<file path="config.mk">
export PLATFORM = sky130hd
export DESIGN_NAME = alarm_sequencer_flat
export DESIGN_NICKNAME = d
export VERILOG_FILES = /design/src/rtl/alarm_sequencer_if.sv /design/src/rtl/alarm_sequencer.sv /design/src/flat_wrapper.sv
export SDC_FILE = /design/constraint.sdc
export NUM_CORES = 1
export LEC_CHECK = 0
export ABC_AREA = 1
export CORE_ASPECT_RATIO = 1.2
export CORE_MARGIN = 1
export CORE_UTILIZATION = 25
export CTS_CLUSTER_DIAMETER = 150
export CTS_CLUSTER_SIZE = 30
export DETAILED_ROUTE_END_ITERATION = 16
export PLACE_DENSITY = 0.6
export SLEW_MARGIN = 10
export SYNTH_ARGS = -nofsm -noshare
export SYNTH_HDL_FRONTEND = slang
export SYNTH_SLANG_ARGS = --single-unit
</file>
<file path="constraint.sdc">
create_clock -name fpgaGlobalClock -period 1.7 [get_ports fpgaGlobalClock]
set_input_delay 0.255 -clock fpgaGlobalClock [delete_from_list [all_inputs] [get_ports fpgaGlobalClock]]
set_output_delay 0.255 -clock fpgaGlobalClock [all_outputs]
set_load 0.01 [all_outputs]
</file>
<file path="src/rtl/alarm_sequencer_if.sv">
// ============================================================================
// alarm_sequencer_if : switch, time and alarm signals of the alarm sequencer
// Revision: 1.0
// ============================================================================
`default_nettype none

interface alarm_sequencer_if;
  logic       sec_tick;
  logic [5:0] cur_hours;
  logic [5:0] cur_mins;
  logic [5:0] cur_secs;
  logic       cur_am_pm;
  logic [5:0] D_hours;
  logic [5:0] D_Mins;
  logic [5:0] D_secs;
  logic       AM_PM;
  logic       LoadTime;
  logic       LoadAlarm;
  logic       AlarmEnable;
  logic       snooze;
  logic       stop;
  logic       time_load_strobe;
  logic       load_error;
  logic [5:0] alarm_hours;
  logic [5:0] alarm_mins;
  logic       alarm_am_pm;
  logic       ringing;
  logic       buzzer;
  logic [1:0] state;

  modport master (
    output sec_tick, cur_hours, cur_mins, cur_secs, cur_am_pm,
    output D_hours, D_Mins, D_secs, AM_PM,
    output LoadTime, LoadAlarm, AlarmEnable, snooze, stop,
    input  time_load_strobe, load_error, alarm_hours, alarm_mins, alarm_am_pm,
    input  ringing, buzzer, state
  );

  modport slave (
    input  sec_tick, cur_hours, cur_mins, cur_secs, cur_am_pm,
    input  D_hours, D_Mins, D_secs, AM_PM,
    input  LoadTime, LoadAlarm, AlarmEnable, snooze, stop,
    output time_load_strobe, load_error, alarm_hours, alarm_mins, alarm_am_pm,
    output ringing, buzzer, state
  );
endinterface

`default_nettype wire

</file>
<file path="src/rtl/alarm_sequencer.sv">
// ============================================================================
// alarm_sequencer : load arbitration, alarm register and ring/snooze control
// Revision: 1.0
// ============================================================================
`default_nettype none

module alarm_sequencer #(
  parameter int RING_SECS   = 60,
  parameter int SNOOZE_SECS = 300
) (
  input  wire logic         fpgaGlobalClock,
  input  wire logic         n_Reset,
  alarm_sequencer_if.slave  bus
);

  localparam logic [1:0] ST_IDLE     = 2'b00;
  localparam logic [1:0] ST_RINGING  = 2'b01;
  localparam logic [1:0] ST_SNOOZING = 2'b10;

  localparam int IDX_LT = 0;
  localparam int IDX_LA = 1;
  localparam int IDX_EN = 2;
  localparam int IDX_SN = 3;
  localparam int IDX_SP = 4;

  localparam logic [8:0] RING_LOAD   = 9'(RING_SECS);
  localparam logic [8:0] SNOOZE_LOAD = 9'(SNOOZE_SECS);

  logic [4:0] raw_in;
  logic [4:0] meta_q, meta_d;
  logic [4:0] sync_q, sync_d;
  logic [4:0] dly_q,  dly_d;
  logic [4:0] rise;

  logic [1:0] state_q, state_d;
  logic [8:0] cnt_q, cnt_d;
  logic       time_load_strobe_q, time_load_strobe_d;
  logic       load_error_q, load_error_d;
  logic [5:0] alarm_hours_q, alarm_hours_d;
  logic [5:0] alarm_mins_q, alarm_mins_d;
  logic       alarm_am_pm_q, alarm_am_pm_d;
  logic       ringing_q, ringing_d;
  logic       buzzer_q, buzzer_d;

  logic hours_ok, mins_ok, secs_ok;
  logic time_valid, alarm_valid;
  logic time_req, alarm_req, alarm_cap;
  logic en_sync, match;

  assign raw_in = {bus.stop, bus.snooze, bus.AlarmEnable, bus.LoadAlarm, bus.LoadTime};

  // two metastability flops, third flop only remembers the previous level
  always_comb begin
    meta_d = raw_in;
    sync_d = meta_q;
    dly_d  = sync_q;
  end

  assign rise    = sync_q & ~dly_q;
  assign en_sync = sync_q[IDX_EN];

  assign hours_ok    = (bus.D_hours >= 6'd1) && (bus.D_hours <= 6'd12);
  assign mins_ok     = (bus.D_Mins <= 6'd59);
  assign secs_ok     = (bus.D_secs <= 6'd59);
  assign time_valid  = hours_ok && mins_ok && secs_ok;
  assign alarm_valid = hours_ok && mins_ok;

  // a LoadAlarm edge coinciding with a LoadTime edge is dropped outright
  assign time_req  = rise[IDX_LT];
  assign alarm_req = rise[IDX_LA] && !rise[IDX_LT];
  assign alarm_cap = alarm_req && alarm_valid;

  assign match = bus.sec_tick && en_sync &&
                 (bus.cur_hours == alarm_hours_q) &&
                 (bus.cur_mins  == alarm_mins_q)  &&
                 (bus.cur_am_pm == alarm_am_pm_q) &&
                 (bus.cur_secs  == 6'd0);

  always_ff @(posedge fpgaGlobalClock or negedge n_Reset) begin
    if (!n_Reset) begin
      meta_q             <= '0;
      sync_q             <= '0;
      dly_q              <= '0;
      state_q            <= ST_IDLE;
      cnt_q              <= '0;
      time_load_strobe_q <= 1'b0;
      load_error_q       <= 1'b0;
      alarm_hours_q      <= 6'd12;
      alarm_mins_q       <= 6'd0;
      alarm_am_pm_q      <= 1'b0;
      ringing_q          <= 1'b0;
      buzzer_q           <= 1'b0;
    end else begin
      meta_q             <= meta_d;
      sync_q             <= sync_d;
      dly_q              <= dly_d;
      state_q            <= state_d;
      cnt_q              <= cnt_d;
      time_load_strobe_q <= time_load_strobe_d;
      load_error_q       <= load_error_d;
      alarm_hours_q      <= alarm_hours_d;
      alarm_mins_q       <= alarm_mins_d;
      alarm_am_pm_q      <= alarm_am_pm_d;
      ringing_q          <= ringing_d;
      buzzer_q           <= buzzer_d;
    end
  end

  always_comb begin
    state_d = state_q;
    cnt_d   = cnt_q;
    if (!en_sync || alarm_cap) begin
      state_d = ST_IDLE;
      cnt_d   = '0;
    end else begin
      case (state_q)
        ST_IDLE: begin
          if (match) begin
            state_d = ST_RINGING;
            cnt_d   = RING_LOAD;
          end
        end
        ST_RINGING: begin
          if (rise[IDX_SP]) begin
            state_d = ST_IDLE;
            cnt_d   = '0;
          end else if (rise[IDX_SN]) begin
            state_d = ST_SNOOZING;
            cnt_d   = SNOOZE_LOAD;
          end else if (bus.sec_tick) begin
            if (cnt_q <= 9'd1) begin
              state_d = ST_IDLE;
              cnt_d   = '0;
            end else begin
              cnt_d = cnt_q - 9'd1;
            end
          end
        end
        ST_SNOOZING: begin
          if (rise[IDX_SP]) begin
            state_d = ST_IDLE;
            cnt_d   = '0;
          end else if (bus.sec_tick) begin
            if (cnt_q <= 9'd1) begin
              state_d = ST_RINGING;
              cnt_d   = RING_LOAD;
            end else begin
              cnt_d = cnt_q - 9'd1;
            end
          end
        end
        default: begin
          state_d = ST_IDLE;
          cnt_d   = '0;
        end
      endcase
    end
  end

  always_comb begin
    time_load_strobe_d = time_req && time_valid;
    load_error_d       = (time_req && !time_valid) || (alarm_req && !alarm_valid);
    alarm_hours_d      = alarm_cap ? bus.D_hours : alarm_hours_q;
    alarm_mins_d       = alarm_cap ? bus.D_Mins  : alarm_mins_q;
    alarm_am_pm_d      = alarm_cap ? bus.AM_PM   : alarm_am_pm_q;
    ringing_d          = (state_d == ST_RINGING);
    // buzzer restarts high on every entry to RINGING, then toggles per second
    if (state_d != ST_RINGING) begin
      buzzer_d = 1'b0;
    end else if (state_q != ST_RINGING) begin
      buzzer_d = 1'b1;
    end else if (bus.sec_tick) begin
      buzzer_d = !buzzer_q;
    end else begin
      buzzer_d = buzzer_q;
    end
  end

  assign bus.time_load_strobe = time_load_strobe_q;
  assign bus.load_error       = load_error_q;
  assign bus.alarm_hours      = alarm_hours_q;
  assign bus.alarm_mins       = alarm_mins_q;
  assign bus.alarm_am_pm      = alarm_am_pm_q;
  assign bus.ringing          = ringing_q;
  assign bus.buzzer           = buzzer_q;
  assign bus.state            = state_q;

endmodule

`default_nettype wire

</file>
<file path="src/flat_wrapper.sv">
// flat-port wrapper written by rule: the top's interface ports become plain ports
module alarm_sequencer_flat 
#(
  parameter int RING_SECS   = 60,
  parameter int SNOOZE_SECS = 300
)
  (fpgaGlobalClock, n_Reset, bus_sec_tick, bus_cur_hours, bus_cur_mins, bus_cur_secs, bus_cur_am_pm, bus_D_hours, bus_D_Mins, bus_D_secs, bus_AM_PM, bus_LoadTime, bus_LoadAlarm, bus_AlarmEnable, bus_snooze, bus_stop, bus_time_load_strobe, bus_load_error, bus_alarm_hours, bus_alarm_mins, bus_alarm_am_pm, bus_ringing, bus_buzzer, bus_state);
  alarm_sequencer_if bus_i ();
  input  wire logic fpgaGlobalClock;
  input  wire logic n_Reset;
  input wire logic [$bits(bus_i.sec_tick)-1:0] bus_sec_tick;
  input wire logic [$bits(bus_i.cur_hours)-1:0] bus_cur_hours;
  input wire logic [$bits(bus_i.cur_mins)-1:0] bus_cur_mins;
  input wire logic [$bits(bus_i.cur_secs)-1:0] bus_cur_secs;
  input wire logic [$bits(bus_i.cur_am_pm)-1:0] bus_cur_am_pm;
  input wire logic [$bits(bus_i.D_hours)-1:0] bus_D_hours;
  input wire logic [$bits(bus_i.D_Mins)-1:0] bus_D_Mins;
  input wire logic [$bits(bus_i.D_secs)-1:0] bus_D_secs;
  input wire logic [$bits(bus_i.AM_PM)-1:0] bus_AM_PM;
  input wire logic [$bits(bus_i.LoadTime)-1:0] bus_LoadTime;
  input wire logic [$bits(bus_i.LoadAlarm)-1:0] bus_LoadAlarm;
  input wire logic [$bits(bus_i.AlarmEnable)-1:0] bus_AlarmEnable;
  input wire logic [$bits(bus_i.snooze)-1:0] bus_snooze;
  input wire logic [$bits(bus_i.stop)-1:0] bus_stop;
  output wire logic [$bits(bus_i.time_load_strobe)-1:0] bus_time_load_strobe;
  output wire logic [$bits(bus_i.load_error)-1:0] bus_load_error;
  output wire logic [$bits(bus_i.alarm_hours)-1:0] bus_alarm_hours;
  output wire logic [$bits(bus_i.alarm_mins)-1:0] bus_alarm_mins;
  output wire logic [$bits(bus_i.alarm_am_pm)-1:0] bus_alarm_am_pm;
  output wire logic [$bits(bus_i.ringing)-1:0] bus_ringing;
  output wire logic [$bits(bus_i.buzzer)-1:0] bus_buzzer;
  output wire logic [$bits(bus_i.state)-1:0] bus_state;
  assign bus_i.sec_tick = bus_sec_tick;
  assign bus_i.cur_hours = bus_cur_hours;
  assign bus_i.cur_mins = bus_cur_mins;
  assign bus_i.cur_secs = bus_cur_secs;
  assign bus_i.cur_am_pm = bus_cur_am_pm;
  assign bus_i.D_hours = bus_D_hours;
  assign bus_i.D_Mins = bus_D_Mins;
  assign bus_i.D_secs = bus_D_secs;
  assign bus_i.AM_PM = bus_AM_PM;
  assign bus_i.LoadTime = bus_LoadTime;
  assign bus_i.LoadAlarm = bus_LoadAlarm;
  assign bus_i.AlarmEnable = bus_AlarmEnable;
  assign bus_i.snooze = bus_snooze;
  assign bus_i.stop = bus_stop;
  assign bus_time_load_strobe = bus_i.time_load_strobe;
  assign bus_load_error = bus_i.load_error;
  assign bus_alarm_hours = bus_i.alarm_hours;
  assign bus_alarm_mins = bus_i.alarm_mins;
  assign bus_alarm_am_pm = bus_i.alarm_am_pm;
  assign bus_ringing = bus_i.ringing;
  assign bus_buzzer = bus_i.buzzer;
  assign bus_state = bus_i.state;
  alarm_sequencer #(.RING_SECS(RING_SECS), .SNOOZE_SECS(SNOOZE_SECS)) u_core (.fpgaGlobalClock(fpgaGlobalClock), .n_Reset(n_Reset), .bus(bus_i));
endmodule
</file>
# [After elaboration in Yosys (flattened, before gate mapping)]
# Cells that the tools add are included.
# W data, S select, Z words.
[classes] add_sub_neg=1 eq_ne=11 order_cmp=5 n_bitwise=2 muxes=23 reduce_logical=24
[op_table] cell="$mux W9" count=9
[op_table] cell="$pmux W9 S3" count=1
[op_table] cell="$mux W2" count=9
[op_table] cell="$logic_and A1 B1 Y1" count=13
[op_table] cell="$eq A6 B6 Y1" count=2
[op_table] cell="$le A6 B6 Y1 const B" count=2
[op_table] cell="$le A9 B1 Y1 const B" count=1
[op_table] cell="$sub A9 B1 Y9 const B" count=1
[op_table] cell="$ge A6 B1 Y1 const B" count=1
[op_table] cell="$le A6 B4 Y1 const B" count=1
[op_table] cell="$logic_not A6 Y1" count=1
[op_table] cell="$pmux W2 S3" count=1
[op_table] cell="$and A5 B5 Y5" count=1
[op_table] cell="$logic_not A1 Y1" count=5
[op_table] cell="$ne A5 B2 Y1 const B" count=1
[op_table] cell="$not A5 Y5" count=1
[op_table] cell="$eq A2 B1 Y1 const B" count=2
[op_table] cell="$ne A2 B1 Y1 const B" count=2
[op_table] cell="$ne A4 B2 Y1 const B" count=1
[op_table] cell="$mux W1" count=3
[op_table] cell="$ne A3 B1 Y1 const B" count=1
[op_table] cell="$reduce_and A3 Y1" count=1
[op_table] cell="$reduce_bool A3 Y1" count=1
[op_table] cell="$eq A2 B2 Y1 const B" count=1
[op_table] cell="other kinds (3)" count=4
[word_totals] reg_bits=43 in_bits=46

# [Longest topological paths before layout]
[logic_depth] ltp_word=10 mapped_depth=11 depth_no_buf=11

# [Least setup slack after synthesis]
# Ideal clock, no wire load.
[synth_timing] path_type="register to register" startpoint="register u_core.alarm_hours_q[3] (netlist: u_core.bus.alarm_hours[3])" endpoint="register u_core.cnt_q[0]" setup_ps=65 period_less_slack_ps=1438 stages_incl_launch_ff=11 t_required_ps=1635 setup_slack_ps=262 arrival_time_ps=1373 cell_sequence="dfstp_2 > inv_1 > nand2_1 > nand2_1 > nor2_1 > nand2_1 > nor2_1 > nand2_1 > a21oi_4 > nand3_1 > nand2_1"
[synth_between] elab_chain_len=7
[synth_rtl] item="from (decl)" line="alarm_sequencer.sv:39" source="logic [5:0] alarm_hours_q, alarm_hours_d;"
[synth_rtl] item="from (signal assigned)" line="alarm_sequencer.sv:101" source="alarm_hours_q <= alarm_hours_d;"
[synth_rtl] item="$eq A6 B6 Y1" line="alarm_sequencer.sv:74" source="(bus.cur_hours == alarm_hours_q) &&"
[synth_rtl] item="$logic_and A1 B1 Y1" line="alarm_sequencer.sv:73" source="assign match = bus.sec_tick && en_sync &&"
[synth_rtl] item="$logic_and A1 B1 Y1" line="alarm_sequencer.sv:74"
[synth_rtl] item="$logic_and A1 B1 Y1" line="alarm_sequencer.sv:75" source="(bus.cur_mins == alarm_mins_q) &&"
[synth_rtl] item="$logic_and A1 B1 Y1" line="alarm_sequencer.sv:76" source="(bus.cur_am_pm == alarm_am_pm_q) &&"
[synth_rtl] item="$ne A3 B1 Y1 (no source line)"
[synth_rtl] item="$reduce_and A3 Y1 (no source line)"
[synth_rtl] item="to (signal assigned)" line="alarm_sequencer.sv:98" source="cnt_q <= cnt_d;"
[synth_rtl] item="to (decl)" line="alarm_sequencer.sv:36" source="logic [8:0] cnt_q, cnt_d;"
# Every way passes these cells.
# A chain may end at the register's enable or synchronous reset.

# [Final worst setup path]
[layout_timing] startpoint="register u_core.alarm_hours_q[2] (netlist: u_core.bus.alarm_hours[2])" endpoint="output port bus_alarm_hours[2]"
[layout_lines] item="to (decl)" line="flat_wrapper.sv:27" source="output wire logic [$bits(bus_i.alarm_hours)-1:0] bus_alarm_hours;"
# No word-level cell between the ends.

==> results.md <==
- The flow ran to the end, and the final reports show no timing, DRC or antenna violations.
- Synthesis produced a netlist whose cell count is 308.
- The most used flip-flop cell after synthesis is sky130_fd_sc_hd__dfrtp_1.
- The wire length per cell is approximately 10 µm.
- In this run the tightest slew margin relative to its limit is 54.5%.
- The worst path uses 96.3% of the clock period.
- At the pin with the least slew margin, the transition time is slightly below 0.7 ns.
- The chip width is 88.0 µm.
- The number of nets at the end of the flow is about 440.
- Leaving out fill and tap cells, the most frequent cells in the layout are sky130_fd_sc_hd__nand2_1 (100), sky130_fd_sc_hd__clkdlybuf4s50_1 (60), sky130_fd_sc_hd__inv_1 (47), sky130_fd_sc_hd__dfrtp_1 (40), sky130_fd_sc_hd__nand3_1 (28).
- Traced cell by cell, the critical path runs through clkdlybuf4s50_1.
- The longest clock path from root to sink contains 2 buffers.
- The average instance in the mapped netlist occupies 7.21 µm².
- The min-delay analysis places its worst path in the category reg -> reg.
- The cell sitting at the root of the clock tree is a sky130_fd_sc_hd__clkbuf_8.
- Once routing completed, OpenROAD measured the worst setup slack at 0.0624 ns.
- The worst slack at placement is -0.268 ns.
- STA classifies the critical path endpoint as a primary output.
- During synthesis, Yosys emitted a total of 0 warnings.
- In the routed design, unresolved DRC markers number 0.
- The number of slew-limit violations in the final report is 0.
- The die covers about 9300 µm².
- The maximum level of the CTS H-tree is 2.
- The count of final setup violators is 0.
- For this block, the initial DRC count from the detailed router was 93.
- The overall via count from detail_route is 2,164.
- The power density over the cells is 754 nW/µm².
- The aggregate global-route resource usage is 12.5%.
- The required time at the worst-slack endpoint is 1.44 ns.
- Data on the critical path arrives at its endpoint at 1.38 ns.
- In this run the standard cell core region covers 8610 µm².
- The CTS tree is yes.
- The worst-case IR drop observed on VDD is roughly 0.46 mV.
- The number of distinct library cell variants in the gate-level netlist after synthesis is 26.
- The count of buffers added on input and output ports is 62.
- The residual antenna-violating net count after detailed routing is 0.
- The sequential-to-total area share from yosys stat is 47.5%.
- The total CTS buffers is 5.
- The cell type of the slowest stage on the worst timing path is sky130_fd_sc_hd__dfstp_2.
- The clock transition time at the flip-flop clock pins of the worst setup and hold paths is 0.08 ns.
- The final wirelength is roughly 5300 µm.
- The cell area that synthesis handed to floorplanning was ~2200 µm².
- Row generation in the floorplan step produced 37 rows.
- The final estimated routing congestion in global placement is 0.785.
- Once detailed placement completed, the half-perimeter wirelength came to 4110 µm.
- The cell accounting for the most synthesized area is sky130_fd_sc_hd__dfrtp_1.
- The y dimension of the die is between 100 and 150 µm.
- The share of cells above drive strength 1 is 15.0%.
- Once the floorplan was initialized, standard cells occupied 25.8% of the core.
- The number of hold violations in the final report is 0.
- The critical path is of the reg -> out type.
- The library cell used most frequently in the layout, excluding fill and tap cells, is sky130_fd_sc_hd__nand2_1.
- Setup repair after global routing could not meet its margin everywhere.
- The fmax is 611 MHz.
- The initial antenna violation count was 0.
- The tree built by TritonCTS fans out to 42 sinks.
- During I/O placement, the number of pins put on the boundary was 65.
- The number of max-cap violations is 0.
- The flip-flop and latch count after synthesis is 42.
- The share of synthesized area in the top cell type comes to 45.1%.
- The largest fanout on the critical path is 3.
- The worst stage delay on the critical path is 0.55 ns.
- The number of vias per cell after detailed routing is 4.23.
- The total overflow left after global routing is 0.
- The count of flip-flops with a built-in enable after synthesis is 0.
- The number of global-route vias before repair is 2,078.
- The sum of buffers and inverters on the critical path is 1.
- Entering global routing, the biggest net connects 23 pins.
- Summed over all cells, the static leakage comes to 0.00166 µW.
- Counting I/O delays and the setup requirement, the final critical path takes 1.64 ns.
- The startpoint type of the worst setup path is a flop.
- The number of inserted diodes is 0.
- After synthesis, the cell types taking the most area are sky130_fd_sc_hd__dfrtp_1 (45%), sky130_fd_sc_hd__nand2_1 (18%), sky130_fd_sc_hd__inv_1 (8.5%).
- The net count after synthesis is about 360.
- Between clock sinks in the finished design, the worst skew comes to 0.00694 ns.
- The utilization after layout is 38.7%.
- The kind of cell with the highest combined delay on the critical path is flip-flops.
- Clock latency on the worst-skew pair, taken at its later pin, is roughly 0.29 ns.
- For this run, the detailed router's first-pass iteration total came to 4.
- The area growth from synthesis to layout is 50.1%.
- The global-route wire length before repair is 9120 µm.
- Of all flip-flops after synthesis, the portion carrying an async set or reset was between 90% and 100%.
logic make-up (layout without fill, tap and decap cells):
group	count (synthesis)	after routing	share of synthesized area [%]
AND/OR/NAND/NOR	188	188	35.6
flip-flops	42	42	47.5
buffers and inverters	54	139	9.58
XOR/XNOR	4	4	1.58
adder cells (fa/ha/maj)	2	2	1.13
AO/OA/AOI/OAI	18	19	4.68
worst register-to-register path: stages (launching register included):
cell and delay [ns]:
sky130_fd_sc_hd__dfstp_2 0.55, sky130_fd_sc_hd__inv_2 0.04, sky130_fd_sc_hd__nand2_2 0.05, sky130_fd_sc_hd__nand2_2 0.05, sky130_fd_sc_hd__nor2_2 0.11, sky130_fd_sc_hd__nand2_2 0.07
sky130_fd_sc_hd__nor2_4 0.14, sky130_fd_sc_hd__nand2_4 0.10, sky130_fd_sc_hd__a21oi_4 0.26, sky130_fd_sc_hd__nand3_1 0.12, sky130_fd_sc_hd__nand2_1 0.07
layout make-up:
class | instances | area (µm²)
Clock buffer | 6 | 72.6
Clock inverter | 2 | 37.5
Fill cell | 902 | 5280
Inverter | 51 | 194
Multi-Input combinational cell | 213 | 1060
Sequential cell | 42 | 1050
Tap cell | 117 | 146
Timing Repair Buffer | 80 | 768
layer usage:
metal,GRT usage [%],routed length (µm),vias up
li1,-,-,1112
met1,14.8,2270,998
met2,22.0,2750,47
met3,2.98,244,7
met4,4.15,71,0
met5,0,0,-
worst paths after layout:
check                                                            from                       endpoint  slack [ns]  cells after the start
worst min register to register             u_core.meta_q[0]$_DFF_PN0_      u_core.dly_d[0]$_DFF_PN0_        0.35                      0
worst max-delay path            u_core.bus.alarm_hours[2]$_DFFE_PN1P_             bus_alarm_hours[2]        0.06                      1
worst min-delay path                       u_core.meta_q[0]$_DFF_PN0_      u_core.dly_d[0]$_DFF_PN0_        0.35                      0
worst max register to register  u_core.bus.alarm_hours[3]$_DFFE_PN1P_    u_core.cnt_q[6]$_DFFE_PN0P_        0.09                     10
min in group asynchronous                                     n_Reset     u_core.meta_q[2]$_DFF_PN0_        0.45                      2
max in group asynchronous                                     n_Reset  u_core.bus.state[0]$_DFF_PN0_        0.66                      3
registers in the layout, indices dropped and copies added (netlist names):
signal	cells
u_core.meta_q	5
u_core.cnt_q	9
u_core.bus.alarm_mins	6
u_core.bus.buzzer	1
u_core.bus.alarm_am_pm	1
u_core.bus.alarm_hours	6
u_core.bus.load_error	1
u_core.dly_q	4
u_core.bus.state	2
u_core.bus.time_load_strobe	1
u_core.bus.ringing	1
u_core.dly_d	5
per-stage QoR:
step	hold WS, ns	instances	TNS (ns)	area [µm²]	power [µW]
after floorplan	-0.0406	308	0	2220	1380
after global placement	0.263	500	-2.69	3090	1720
after detailed placement	0.258	500	-3.29	3090	1730
after CTS	0.356	510	0	3230	2530
after global routing	0.362	511	-0.240	3330	2650
final	0.354	511	0	3330	2510
synthesized netlist by cell type (all sizes together), types with 2 or more instances:
master / number
nand2: 109
inv: 51
dfrtp: 40
nor2: 36
nand3: 34
o21ai: 13
a21oi: 4
nor3: 4
buf: 2
dfstp: 2
ha: 2
nand4: 2
xnor2: 2
xor2: 2
power by group:
part / switching (µW) / internal (µW) / leakage (µW)
clock: 356 / 439 / 0.0000514
combinational: 244 / 308 / 0.00108
sequential: 66.4 / 1100 / 0.000528
total: 666 / 1850 / 0.00166
repair_timing:
item / in CTS / in global routing
buffers inserted: 0 / 1
pin swaps: 1 / 9
hold buffers: 1 / 0
endpoints found under the hold margin: 18 / 0
endpoints found under the setup margin: 9 / 13
cloned: 1 / 0
gates resized for setup: 3 / 30
Note: power is estimated with default switching activity, not from simulation.
